## src/rtl/instr_prefetch_buffer.sv

```systemverilog
// instr_prefetch_buffer
//
// Purpose:
//   Instruction prefetch queue placed just before the fetch stage. It issues
//   in-order word reads to instruction memory and buffers the returned
//   {PC, instruction} pairs. Fetch reads them through a valid/ready handshake.
//   A taken branch or jump from execute (PCSrcE/PCTargetE) flushes the queue,
//   restarts fetching at the target and throws away responses that are still
//   in flight for the old path.
//
// Ports:
//   clk, rst                     clock (rising edge), async active-low reset
//   imem_req_valid/ready/addr    read request channel to instruction memory
//   imem_rsp_valid/data          in-order read response channel
//   PCSrcE, PCTargetE            one-cycle redirect strobe and target address
//   instr_valid, instr_ready     head-of-queue handshake with fetch
//   InstrF, PCF, PCPlus4F        head instruction, its PC, and PC + 4
//
// Optional feature (macro PREFETCH_PERF_EN):
//   Adds perf_flush_cnt (counts redirects) and perf_empty_cnt (counts FETCH
//   cycles with nothing to hand to fetch). Both are 32-bit saturating counters.

module instr_prefetch_buffer #(
  parameter int unsigned     DEPTH    = 4,
  parameter int unsigned     XLEN     = 32,
  parameter logic [XLEN-1:0] RESET_PC = '0
) (
  input  logic            clk,
  input  logic            rst,
  output logic            imem_req_valid,
  input  logic            imem_req_ready,
  output logic [XLEN-1:0] imem_req_addr,
  input  logic            imem_rsp_valid,
  input  logic [XLEN-1:0] imem_rsp_data,
  input  logic            PCSrcE,
  input  logic [XLEN-1:0] PCTargetE,
  output logic            instr_valid,
  input  logic            instr_ready,
  output logic [XLEN-1:0] InstrF,
  output logic [XLEN-1:0] PCF,
  output logic [XLEN-1:0] PCPlus4F
`ifdef PREFETCH_PERF_EN
  ,
  output logic [31:0]     perf_flush_cnt,
  output logic [31:0]     perf_empty_cnt
`endif
);

  localparam int unsigned   AW          = $clog2(DEPTH);
  localparam int unsigned   PW          = AW + 1;
  localparam logic [PW-1:0] DepthQ      = PW'(DEPTH);
  localparam logic [PW:0]   DepthCredit = (PW + 1)'(DEPTH);

  typedef enum logic [1:0] {RST_WAIT, FETCH, FLUSH} state_e;

  state_e          state_q, state_d;
  logic [XLEN-1:0] reqPc_q, reqPc_d;
  logic [XLEN-1:0] rspPc_q, rspPc_d;
  logic [PW-1:0]   wrPtr_q, wrPtr_d;
  logic [PW-1:0]   rdPtr_q, rdPtr_d;
  logic [PW-1:0]   count_q, count_d;
  logic [PW-1:0]   outst_q, outst_d;
  logic [PW-1:0]   drop_q, drop_d;

  logic [XLEN-1:0] pcMem    [DEPTH];
  logic [XLEN-1:0] instrMem [DEPTH];

  logic [PW:0]     credit;
  logic            accept;
  logic            push;
  logic            pop;

  // Head of queue is presented straight from storage; when empty the data
  // outputs are forced to zero so they match the reset values.
  assign instr_valid   = (count_q != '0);
  assign PCF           = instr_valid ? pcMem[rdPtr_q[AW-1:0]] : '0;
  assign InstrF        = instr_valid ? instrMem[rdPtr_q[AW-1:0]] : '0;
  assign PCPlus4F      = PCF + XLEN'(4);
  assign imem_req_addr = reqPc_q;

  // Next-state logic. Buffered entries plus in-flight requests may never
  // exceed DEPTH, which guarantees every non-stale response has a free slot.
  // A redirect overrides the normal pointer/PC updates and marks everything
  // still in flight after this cycle as stale.
  always_comb begin
    state_d = state_q;
    reqPc_d = reqPc_q;
    rspPc_d = rspPc_q;
    wrPtr_d = wrPtr_q;
    rdPtr_d = rdPtr_q;
    count_d = count_q;
    outst_d = outst_q;
    drop_d  = drop_q;

    credit         = {1'b0, count_q} + {1'b0, outst_q};
    imem_req_valid = (state_q == FETCH) && (credit < DepthCredit) && !PCSrcE;
    accept         = imem_req_valid && imem_req_ready;
    push           = imem_rsp_valid && !PCSrcE && (drop_q == '0);
    pop            = instr_valid && instr_ready && !PCSrcE;

    if (accept) begin
      reqPc_d = reqPc_q + XLEN'(4);
    end

    unique case ({accept, imem_rsp_valid})
      2'b10:   outst_d = outst_q + PW'(1);
      2'b01:   outst_d = outst_q - PW'(1);
      default: outst_d = outst_q;
    endcase

    if (imem_rsp_valid && (drop_q != '0)) begin
      drop_d = drop_q - PW'(1);
    end

    if (push) begin
      rspPc_d = rspPc_q + XLEN'(4);
      wrPtr_d = wrPtr_q + PW'(1);
    end

    if (pop) begin
      rdPtr_d = rdPtr_q + PW'(1);
    end

    unique case ({push, pop})
      2'b10:   count_d = count_q + PW'(1);
      2'b01:   count_d = count_q - PW'(1);
      default: count_d = count_q;
    endcase

    unique case (state_q)
      RST_WAIT: state_d = FETCH;
      FETCH:    state_d = FETCH;
      FLUSH:    if (drop_d == '0) state_d = FETCH;
      default:  state_d = RST_WAIT;
    endcase

    if (PCSrcE) begin
      reqPc_d = PCTargetE;
      rspPc_d = PCTargetE;
      wrPtr_d = '0;
      rdPtr_d = '0;
      count_d = '0;
      drop_d  = outst_d;
      state_d = (outst_d != '0) ? FLUSH : FETCH;
    end
  end

  // Control and PC registers.
  always_ff @(posedge clk or negedge rst) begin
    if (!rst) begin
      state_q <= RST_WAIT;
      reqPc_q <= RESET_PC;
      rspPc_q <= RESET_PC;
      wrPtr_q <= '0;
      rdPtr_q <= '0;
      count_q <= '0;
      outst_q <= '0;
      drop_q  <= '0;
    end else begin
      state_q <= state_d;
      reqPc_q <= reqPc_d;
      rspPc_q <= rspPc_d;
      wrPtr_q <= wrPtr_d;
      rdPtr_q <= rdPtr_d;
      count_q <= count_d;
      outst_q <= outst_d;
      drop_q  <= drop_d;
    end
  end

  // Queue storage needs no reset: entries are only visible while counted.
  always_ff @(posedge clk) begin
    if (push) begin
      pcMem[wrPtr_q[AW-1:0]]    <= rspPc_q;
      instrMem[wrPtr_q[AW-1:0]] <= imem_rsp_data;
    end
  end

  // Overflow can only happen if the credit accounting is broken.
  assert property (@(posedge clk) disable iff (!rst) !(push && (count_q == DepthQ)));

`ifdef PREFETCH_PERF_EN
  logic [31:0] flushCnt_q, flushCnt_d;
  logic [31:0] emptyCnt_q, emptyCnt_d;

  // Saturating event counters.
  always_comb begin
    flushCnt_d = flushCnt_q;
    emptyCnt_d = emptyCnt_q;
    if (PCSrcE && (flushCnt_q != '1)) begin
      flushCnt_d = flushCnt_q + 32'd1;
    end
    if ((state_q == FETCH) && !instr_valid && (emptyCnt_q != '1)) begin
      emptyCnt_d = emptyCnt_q + 32'd1;
    end
  end

  always_ff @(posedge clk or negedge rst) begin
    if (!rst) begin
      flushCnt_q <= '0;
      emptyCnt_q <= '0;
    end else begin
      flushCnt_q <= flushCnt_d;
      emptyCnt_q <= emptyCnt_d;
    end
  end

  assign perf_flush_cnt = flushCnt_q;
  assign perf_empty_cnt = emptyCnt_q;
`endif

endmodule

```

## config.mk

```make
export PLATFORM = sky130hd
export DESIGN_NAME = instr_prefetch_buffer
export DESIGN_NICKNAME = d
export VERILOG_FILES = /design/src/rtl/instr_prefetch_buffer.sv
export SDC_FILE = /design/constraint.sdc
export NUM_CORES = 1
export LEC_CHECK = 0
export ABC_AREA = 1
export BUFFER_PORTS_ARGS = -buffer_cell sky130_fd_sc_hd__buf_2
export CORE_MARGIN = 1
export CORE_UTILIZATION = 50
export DETAILED_ROUTE_END_ITERATION = 12
export PLACE_DENSITY_LB_ADDON = 0.3
export SETUP_SLACK_MARGIN = 0.4
export SLEW_MARGIN = 20
export SYNTH_ARGS = -nofsm -noshare
export SYNTH_HDL_FRONTEND = slang
export SYNTH_SLANG_ARGS = --single-unit
```

## constraint.sdc

```tcl
create_clock -name clk -period 6.6 [get_ports clk]
set_input_delay 0.33 -clock clk [delete_from_list [all_inputs] [get_ports clk]]
set_output_delay 0.33 -clock clk [all_outputs]
set_load 0.01 [all_outputs]
```

==> impl_metrics.tcl <==
set metrics [dict create \
    rsz0062_at_grt "false" \
    critPathLaunchType "flop" \
    ir_worst_vdd_mv 0.196 \
    core_area_um2 31900 \
    ios 200 \
    fmaxAchievable_mhz 227 \
    clkTransAtPathRegs_ps 60 \
    grt_max_degree 114 \
    synth_seq_cells 335 \
    cts_resized 0 \
    yosysUniqueCellTypes 43 \
    drtPass1Iterations 5 \
    cp.required_ps 6270 \
    viasPerCell 5.34 \
    dpl_cell_area_um2 17700 \
    grt.total_usage_pct 24.7 \
    setup_ws_ps 2200 \
    fin_crit_sh_pct 66.7 \
    hold_depth 1 \
    worstPathArrival_ps 4070 \
    pre_cts_ws_ps 2750 \
    drt_iter0_drc 1264 \
    syn2layout_area_growth_pct 14.7 \
    p_total_mw 6.82 \
    layout.nets 2041 \
    max-slew-margin-rel_pct 27.5 \
    clockBufferDepth 3 \
    path_cells "buf_4 -> inv_4 -> nand3_1 -> a21oi_1 -> ha_1 -> nand3_1 -> nor2_4 -> nand2_2 -> nor2_2 -> nand2_1 -> xor2_1 -> buf_2" \
    clkLatencyLatePin_ps 520 \
    drt_wl_total_um 40900 \
    drc 0 \
    power_density_nw_per_um2 363 \
    finClkSkew_ps 14.0 \
    cts-root-buf "clkbuf_16" \
    path_common_cell "nand3_1" \
    ant_nets 0 \
    worstRegToRegCells 7 \
    cp_slowest_stage_delay_ps 720 \
    dpl.hpwl_um 27200 \
    die_area_um2 33500 \
    min_path_type "in2reg" \
    wl_per_cell_um 16.9 \
    grt_pass1_vias 12100 \
    cts_tree "built" \
    initial_utilization_pct 51.4 \
    die_y_um 183 \
    hold_viol_final 0 \
    synthCells 1781 \
    ctsHtreeMaxLevel 2 \
    p_leak_nw 7.71 \
    synthesis.area_um2 16400 \
    gp_congestion 0.907 \
    port_buffers 199 \
    antenna_found_initial 1 \
    die_w_um 183 \
    maxCapViolations 0 \
    critPathKind "reg2out" \
    ys_warn_count 0 \
    synthesis.nets 1865 \
    syn_area_per_cell_um2 9.20 \
    end_kind "primary output" \
    final_area_um2 18800 \
    rows 65 \
    period_minus_slack_ps 4400 \
    fin_util_pct 59.0 \
    cp_max_fo 70 \
    cts.sinks 335 \
    tns_ps 0 \
    grt_pass1_wl_um 64600 \
    status "finished clean" \
    numCtsBuffers 35 \
    worst_pin_slew_ps 1090 \
    drv_slew 0 \
    finalSetupViolations 0 \
    via_count 12901 \
    ys_seq_area_share_pct 59.0 \
    drive_above_1_share_pct 16.3 \
    grt_overflow 0 \
    slowest_stage "inv_4" \
]
[final timing paths]
| path | start | slack, ps | to |
|---|---|---|---|
| min reg2reg | imem_req_addr[0] | 470 | imem_req_addr[0] |
| max in group asynchronous | rst | 5260 | rdPtr_q[0] |
| min in group asynchronous | rst | 290 | imem_req_addr[28] |
| max reg2reg | drop_q[0] | 2940 | pcMem[3][15] |
| max | rdPtr_q[1] | 2200 | PCPlus4F[18] |
| min | imem_rsp_data[4] | 20 | instrMem[3][4] |
[cell type report]
type / count / area, um2
clock inverters: 19 / 205
repair buffers: 212 / 1100
fillers: 2771 / 13100
well taps: 435 / 544
inverters: 140 / 532
diodes: 1 / 2.50
multi-input cells: 1233 / 5840
flip-flops and latches: 335 / 9670
clock buffers: 40 / 905
[synthesized netlist by cell type, drive strengths merged]
master  number  area share [%]
a31oi        5            0.19
a22oi        4            0.18
o221ai       1           0.053
clkinv       2           0.046
fa           2            0.24
ha          12            0.92
dfrtp       79              12
clkbuf      22            0.50
nor3        20            0.64
and2         1           0.038
a221oi       1           0.053
o21a         1           0.046
buf         51             1.9
nand2      463              11
o211ai      17            0.78
o21ai      102             3.1
xnor2       10            0.53
nor2       304             7.8
nand4       25            0.95
inv        138             3.2
a21oi       64             2.0
nor3b        2           0.092
or2          2           0.076
xor2        33             1.8
nand3b       3            0.14
o31ai        4            0.18
edfxtp     256              47
o311ai       1           0.053
o21bai       2           0.092
o22ai        1           0.038
nand3      153             4.8
[layer usage]
metal,GRT usage [%],wire length [um]
met2,38.7,18500
met3,3.30,3230
met5,0,0
met4,8.43,1020
met1,35.5,18200
[state kept, by name, indices dropped and copies added (netlist names)]
register / count
drop_q: 3
rdPtr_q: 2
imem_req_addr: 32
wrPtr_q: 2
instrMem: 128
outst_q: 3
rspPc_q: 32
pcMem: 128
count_q: 3
state_q: 2
[where the power goes]
group	total, mW	leakage, nW	switching (mW)	internal [mW]
clock network	1.91	0.541	0.804	1.11
logic	2.25	3.90	1.52	0.729
registers	2.66	3.27	0.197	2.47
[placed cells by master, fill, tap and decap left out, types with 2 or more instances in the layout]
cell         n
inv_4        2
inv_1      129
nor2_1     267
o21ai_1      3
ha_1        12
a31oi_1      5
o31ai_1      4
buf_2      198
xnor2_1     10
edfxtp_1   256
nand2_1    457
nor3_1      19
o211ai_1    17
nand2_2      6
buf_4       13
a21oi_1     64
nor2_4      15
nor3b_1      2
clkbuf_16   35
clkinv_1     8
nand3_1    149
nand3_2      4
bufinv_16    3
o21bai_1     2
dfrtp_1     77
clkinv_2     7
nand3b_1     3
a22oi_1      4
nand4_1     25
o21ai_0     98
inv_2        6
clkbuf_1     4
nor2_2      22
fa_1         2
or2_2        2
xor2_1      33
[cell families (layout without fill, tap and decap cells)]
kind of cell               count (synthesis)  after routing  synth area share [%]
other                                      0              1                     0
DFF                                      335            335                  59.0
adders and majority gates                 14             14                  1.16
AOI/OAI and AO/OA                        203            203                  6.76
buffers and inverters                    213            411                  5.60
xor gates and xnor gates                  43             43                  2.30
and+or+nand+nor                          973            973                  25.2
[critical path: cells and delay by family (launching register included)]
family | cells | cell delay [ps]
buffers and inverters | 3 | 1250
AOI/OAI and AO/OA | 1 | 360
adders and majority gates | 1 | 300
and+or+nand+nor | 6 | 1010
DFF | 1 | 380
xor gates and xnor gates | 1 | 150
[through the flow]
stage / hold WS (ps) / cells
CTS: 0.517 / 2414
floorplan: 34.4 / 1781
detailed placement: 305 / 2354
global placement: 303 / 2354
global route: 6.04 / 2415
finish: 18.1 / 2415
[what timing repair did]
action                                 CTS  global route
endpoints found under the hold margin   32             0
buffers inserted                         0             0
hold buffers                             1             0
Power figures use the tool's default switching activity.
